File: src/rtl/traffic_pkg.sv
// Shared types for the traffic light safety monitor: light codes, fault causes,
// monitor FSM states and the per-direction phase flag bundle.
package traffic_pkg;

  typedef enum logic [1:0] {
    RED     = 2'b00,
    YELLOW  = 2'b01,
    GREEN   = 2'b10,
    INVALID = 2'b11
  } light_t;

  typedef enum logic [2:0] {
    FC_NONE         = 3'd0,
    FC_INVALID      = 3'd1,
    FC_CONFLICT     = 3'd2,
    FC_ILLEGAL      = 3'd3,
    FC_SHORT_GREEN  = 3'd4,
    FC_SHORT_YELLOW = 3'd5,
    FC_STARVE       = 3'd6
  } fault_code_t;

  typedef enum logic [1:0] {
    INIT  = 2'd0,
    RUN   = 2'd1,
    FAULT = 2'd2
  } mon_state_t;

  typedef struct packed {
    logic illegal;
    logic short_green;
    logic short_yellow;
    logic starve;
    logic red_to_green;
  } phase_flags_t;

  // Observation bundle: FSM state plus the raw flags from both trackers.
  typedef struct packed {
    mon_state_t   state;
    phase_flags_t es;
    phase_flags_t ns;
  } mon_dbg_t;

  // Only RED->GREEN, GREEN->YELLOW and YELLOW->RED are legal changes.
  function automatic logic is_legal_step(light_t from, light_t to);
    return ((from == RED)    && (to == GREEN))  ||
           ((from == GREEN)  && (to == YELLOW)) ||
           ((from == YELLOW) && (to == RED));
  endfunction

endpackage

File: src/rtl/light_phase_tracker.sv
// Per-direction phase tracker: remembers the previous light value and its dwell,
// and flags bad transitions, short phases and red starvation on the current sample.
module light_phase_tracker
  import traffic_pkg::*;
#(
  parameter int MIN_GREEN  = 4,
  parameter int MIN_YELLOW = 2,
  parameter int MAX_RED    = 32,
  parameter int CNT_W      = 8
) (
  input  logic         clk,
  input  logic         rst,
  input  light_t       light,
  input  logic         capture,
  input  logic         advance,
  output phase_flags_t flags
);

  localparam logic [CNT_W-1:0] MIN_G = CNT_W'(MIN_GREEN);
  localparam logic [CNT_W-1:0] MIN_Y = CNT_W'(MIN_YELLOW);
  localparam logic [CNT_W-1:0] MAX_R = CNT_W'(MAX_RED);

  light_t           prev;
  logic [CNT_W-1:0] dwell;
  logic             changed;

  assign changed = (light != prev);

  // dwell holds the count up to the previous sample, so a held RED reaches
  // MAX_RED + 1 on the current sample exactly when dwell has reached MAX_RED.
  always_comb begin
    flags              = '0;
    flags.illegal      = changed && !is_legal_step(prev, light);
    flags.short_green  = changed && (prev == GREEN)  && (dwell < MIN_G);
    flags.short_yellow = changed && (prev == YELLOW) && (dwell < MIN_Y);
    flags.starve       = !changed && (light == RED) && (dwell >= MAX_R);
    flags.red_to_green = (prev == RED) && (light == GREEN);
  end

  always_ff @(posedge clk or negedge rst) begin
    if (!rst) begin
      prev  <= RED;
      dwell <= '0;
    end else if (capture) begin
      prev  <= light;
      dwell <= CNT_W'(1);
    end else if (advance) begin
      if (changed) begin
        prev  <= light;
        dwell <= CNT_W'(1);
      end else if (dwell != '1) begin
        dwell <= dwell + CNT_W'(1);
      end
    end
  end

endmodule

File: src/rtl/traffic_light_monitor.sv
// Passive safety monitor on the intersection light outputs: latches the first
// unsafe condition with its cause and direction, and counts es green cycles.
module traffic_light_monitor
  import traffic_pkg::*;
#(
  parameter int MIN_GREEN  = 4,
  parameter int MIN_YELLOW = 2,
  parameter int MAX_RED    = 32,
  parameter int CNT_W      = 8
) (
  input  logic             clk,
  input  logic             rst,
  input  logic [1:0]       es_light,
  input  logic [1:0]       ns_light,
  input  logic             fault_clr,
  output logic             fault,
  output logic [2:0]       fault_code,
  output logic             fault_dir,
  output logic [CNT_W-1:0] es_cycles,
  output mon_dbg_t         dbg
);

  mon_state_t   state;
  light_t       es_l;
  light_t       ns_l;
  phase_flags_t es_f;
  phase_flags_t ns_f;
  fault_code_t  det_code;
  logic         det_dir;
  logic         hit;
  logic         capture;
  logic         advance;

  assign es_l = light_t'(es_light);
  assign ns_l = light_t'(ns_light);

  // Trackers freeze on a faulting sample and throughout FAULT.
  assign capture = (state == INIT);
  assign advance = (state == RUN) && !hit;

  light_phase_tracker #(
    .MIN_GREEN (MIN_GREEN),
    .MIN_YELLOW(MIN_YELLOW),
    .MAX_RED   (MAX_RED),
    .CNT_W     (CNT_W)
  ) u_es (
    .clk    (clk),
    .rst    (rst),
    .light  (es_l),
    .capture(capture),
    .advance(advance),
    .flags  (es_f)
  );

  light_phase_tracker #(
    .MIN_GREEN (MIN_GREEN),
    .MIN_YELLOW(MIN_YELLOW),
    .MAX_RED   (MAX_RED),
    .CNT_W     (CNT_W)
  ) u_ns (
    .clk    (clk),
    .rst    (rst),
    .light  (ns_l),
    .capture(capture),
    .advance(advance),
    .flags  (ns_f)
  );

  // Priority by cause first; within one cause es is checked before ns.
  always_comb begin
    det_code = FC_NONE;
    det_dir  = 1'b0;
    if ((es_l == INVALID) || (ns_l == INVALID)) begin
      det_code = FC_INVALID;
    end else if ((es_l != RED) && (ns_l != RED)) begin
      det_code = FC_CONFLICT;
    end else if (state == RUN) begin
      if (es_f.illegal) begin
        det_code = FC_ILLEGAL;
      end else if (ns_f.illegal) begin
        det_code = FC_ILLEGAL;
        det_dir  = 1'b1;
      end else if (es_f.short_green) begin
        det_code = FC_SHORT_GREEN;
      end else if (ns_f.short_green) begin
        det_code = FC_SHORT_GREEN;
        det_dir  = 1'b1;
      end else if (es_f.short_yellow) begin
        det_code = FC_SHORT_YELLOW;
      end else if (ns_f.short_yellow) begin
        det_code = FC_SHORT_YELLOW;
        det_dir  = 1'b1;
      end else if (es_f.starve) begin
        det_code = FC_STARVE;
      end else if (ns_f.starve) begin
        det_code = FC_STARVE;
        det_dir  = 1'b1;
      end
    end
  end

  assign hit = (det_code != FC_NONE);

  always_ff @(posedge clk or negedge rst) begin
    if (!rst) begin
      state      <= INIT;
      fault      <= 1'b0;
      fault_code <= FC_NONE;
      fault_dir  <= 1'b0;
      es_cycles  <= '0;
    end else begin
      case (state)
        INIT: begin
          if (hit) begin
            state      <= FAULT;
            fault      <= 1'b1;
            fault_code <= det_code;
            fault_dir  <= det_dir;
          end else begin
            state <= RUN;
          end
        end
        RUN: begin
          if (hit) begin
            state      <= FAULT;
            fault      <= 1'b1;
            fault_code <= det_code;
            fault_dir  <= det_dir;
          end else if (es_f.red_to_green) begin
            es_cycles <= es_cycles + CNT_W'(1);
          end
        end
        FAULT: begin
          // The sample accepted with fault_clr is dropped; INIT recaptures next.
          if (fault_clr) begin
            state      <= INIT;
            fault      <= 1'b0;
            fault_code <= FC_NONE;
            fault_dir  <= 1'b0;
          end
        end
        default: state <= INIT;
      endcase
    end
  end

  assign dbg = {state, es_f, ns_f};

endmodule

File: config.mk
export PLATFORM = sky130hd
export DESIGN_NAME = traffic_light_monitor
export DESIGN_NICKNAME = d
export VERILOG_FILES = /design/src/rtl/traffic_pkg.sv /design/src/rtl/light_phase_tracker.sv /design/src/rtl/traffic_light_monitor.sv
export SDC_FILE = /design/constraint.sdc
export NUM_CORES = 1
export LEC_CHECK = 0
export BUFFER_PORTS_ARGS = -buffer_cell sky130_fd_sc_hd__buf_2
export CAP_MARGIN = 30
export CORE_ASPECT_RATIO = 0.75
export CORE_UTILIZATION = 57
export CTS_CLUSTER_SIZE = 20
export DETAILED_ROUTE_END_ITERATION = 8
export GPL_ROUTABILITY_DRIVEN = 0
export PLACE_DENSITY = 0.86
export SLEW_MARGIN = 40
export SYNTH_ARGS = -nofsm -noshare
export SYNTH_HDL_FRONTEND = slang
export SYNTH_SLANG_ARGS = --single-unit
File: constraint.sdc
create_clock -name clk -period 2.5 [get_ports clk]
set_input_delay 0.125 -clock clk [delete_from_list [all_inputs] [get_ports clk]]
set_output_delay 0.125 -clock clk [all_outputs]
set_load 0.05 [all_outputs]
==> results.cfg <==
[drt]
drt-total-wl_um = 5585
viasPerCell = 6.213
ant_nets = 0
avgRoutedWirePerCell_um = 16.52
vias = 2100
firstDrtPassIters = 5
drt-initial-drc-count = 174
drc = 0

[synthesis]
syn_area_mm2 = 0.002243
syn_inst = 244
ys_top_cells_by_count = dfrtp_1 (35), nor2_1 (19), nand2_1 (18)
synth.most_common_cell = dfrtp_1
synth_top_area_cell = dfrtp_1
ys_seq_elements = 35
ys.flop_type = dfrtp_1
synth_area_leaders = dfrtp_1 (39%), o21ai_0 (3.8%), and3_1 (3.6%)
synth-edff-count = 0
synthArstFlopShare = 1.000
synth.avg_cell_area_um2 = 9.194
synth_warnings = 0
yosysSeqAreaShare = 0.3904
ys_types = 52
synth_top_cell_area_share = 0.3904
mappedNetlistNets = 256

[pwr]
ir_drop_v = 0.0009654
p_per_area_mw_per_mm2 = 1059
p_leak_nw = 1.236

[cells_and_area]
diodes = 0
instances_no_fill = 338
multi_input_area_mm2 = 0.001331
fin_util = 0.7173
post-route-cell-area_mm2 = 0.002660
n_fill_cell = 301
nets = 297
syn_to_final_growth_pct = 18.57
regArea_um2 = 877.1
layout-drive-gt1-share = 0.2937

[worst_hold_path]
min_to = state[1]$_DFFE_PN0P_
hold_depth = 3
hp-class = in2reg
holdCritStartpoint = fault_clr

[timing]
finalHoldViolations = 0
slew_headroom = 0.6417
drv_slew = 0
whs_ps = 132.4
setup_viol = 0
finalClockSkew_ps = 8.494
fin_crit_sh = 0.9732
rsz0062_at_grt = true
min_period_ps = 2433
worst_slew_pin_slew_ps = 535.9
fmax_mhz = 411.0

[critical_path]
cp-start-kind = register
cp.arrival_ps = 2610
critical_path.top_delay_family = simple AND/OR/NAND/NOR gates
cp_slowest_stage_delay_ps = 720
rrSetupSlack_ps = 70
r2r_start = u_es.prev[1]$_DFFE_PN0P_
ff2ff_path_depth = 7
path_class = reg2reg
worst-path-max-fanout = 9
cp_cell_sequence = xor2_1 -> or4b_2 -> o21ai_2 -> nor4_4 -> buf_4 -> a31o_2 -> mux2_4
worst-path-buf-inv = 1
worst-path-stages = 7
endpoint_kind = register
slowest_stage = or4b_2
reg2reg_to = u_ns.prev[0]$_DFFE_PN0P_
crit_required_ps = 2680

[floorplanning]
core_mm2 = 0.003709
initial_core_util = 0.6049
die-area_mm2 = 0.004193
rows = 19
die_x_um = 74.44
die_h_um = 56.33
io_pins = 32

[grt]
grt_pass1_wl_um = 9170
grt_pass1_vias = 1895
gr-total-overflow = 0
antenna_found_initial = 0
grt_max_degree = 36
grt.total_usage = 0.2917

[clocking]
cts-root-buf = clkbuf_8
clkTransAtPathRegs_ps = 70
cts_tree = built
cts_buffer_depth = 2
cts-htree-levels = 2
clock_latency_ps = 290
clock_sinks = 35
cts_buffers = 5

[placement]
post_dp_cell_area_mm2 = 0.002521
portBuffers = 31
placedCellCount = 327
dp_hpwl_um = 3934

[outcome]
status = completed

[flow_run]
max-cap-violations = 0
sequential cells by signal (all words and copies together), names as in the netlist:
name / cells
fault: 1
u_ns.prev: 2
fault_code: 3
state: 2
u_es.dwell: 8
u_ns.dwell: 8
fault_dir: 1
es_cycles: 8
u_es.prev: 2
layer usage:
metal	wire length, um	share of wire	vias up	GRT usage
met5	0	0	-	0
met4	48	0.0086	0	0.09164
met3	470	0.084	11	0.07720
met2	2432	0.44	91	0.3938
met1	2634	0.47	1007	0.4511
li1	-	-	991	-
cell usage in the layout (no fill, tap or decap), types with 2 or more instances in the layout:
cell type / n
dfrtp_1: 34
buf_2: 30
nor2_1: 19
nand2_1: 18
o21ai_0: 17
buf_4: 14
and3_1: 13
a21oi_1: 10
inv_1: 9
nand2b_1: 8
nand4_1: 8
xnor2_1: 7
nor3_1: 6
o211ai_1: 6
o311ai_1: 6
xor2_1: 5
ha_1: 5
clkbuf_8: 5
nand3_1: 4
o22ai_1: 4
mux2_4: 4
o21ai_2: 3
nor3_2: 3
or3_1: 3
a31o_2: 3
clkinv_2: 3
nor4b_1: 2
nor2_2: 2
nor4_4: 2
or2_2: 2
or4b_2: 2
mux2_2: 2
a21o_1: 2
o311ai_0: 2
o31ai_1: 2
worst max-delay path by stage:
stage                                    startpoint                         to  slack [ps]
after floorplan           u_es.dwell[5]$_DFFE_PN0P_   es_cycles[7]$_DFFE_PN0P_           5
after detailed placement  u_es.dwell[5]$_DFFE_PN0P_  u_ns.dwell[6]$_DFFE_PN0P_         -40
final                      u_es.prev[1]$_DFFE_PN0P_   u_ns.prev[0]$_DFFE_PN0P_          70
after CTS                  u_ns.prev[1]$_DFFE_PN0P_  u_ns.dwell[2]$_DFFE_PN0P_          50
after global placement    u_es.dwell[5]$_DFFE_PN0P_  u_es.dwell[6]$_DFFE_PN0P_          90
after global routing       u_ns.prev[1]$_DFFE_PN0P_  u_ns.dwell[2]$_DFFE_PN0P_         -20
power breakdown:
group	switching (mW)	internal (mW)	leakage (nW)
Clock	0.209	0.191	0.0477
Combinational	1.15	0.578	0.728
Sequential	0.0469	0.644	0.459
stage by stage:
stage	setup slack [ps]	TNS [ps]	power (mW)
6_report	66.92	0	2.816
5_1_grt	-15.26	-29.09	2.969
4_1_cts	46.79	0	2.754
3_5_place_dp	-35.77	-77.77	2.285
3_3_place_gp	88.53	0	2.262
2_1_floorplan	5.449	0	1.899
logic make-up (layout without fill, tap and decap cells):
logic type,Yosys count,in the layout,share of synthesized area
fa+ha+maj,5,5,0.02789
buf+inv,21,63,0.04461
simple gates,100,100,0.2571
compound gates,64,64,0.1924
flops,35,35,0.3904
mux,6,6,0.03681
xor+xnor,13,13,0.05075
worst min-delay path: cells and delay by family:
kind / cells / cell delay, ps
buf+inv: 1 / 90
simple gates: 1 / 40
compound gates: 1 / 140
final cells by class:
class | instances | area share
Timing Repair Buffer | 45 | 0.09972
Clock buffer | 5 | 0.02587
Tap cell | 52 | 0.02446
Multi-Input combinational cell | 188 | 0.5005
Inverter | 10 | 0.01411
Clock inverter | 3 | 0.005644
Sequential cell | 35 | 0.3297
repair_timing:
action / CTS / global route
endpoints found under the setup margin: 7 / 18
buffers inserted: 2 / 0
pin swaps: 1 / 1
hold buffers: 1 / 0
gates resized for setup: 0 / 13
endpoints found under the hold margin: 35 / 0
Note: power is estimated with default switching activity, not from simulation.
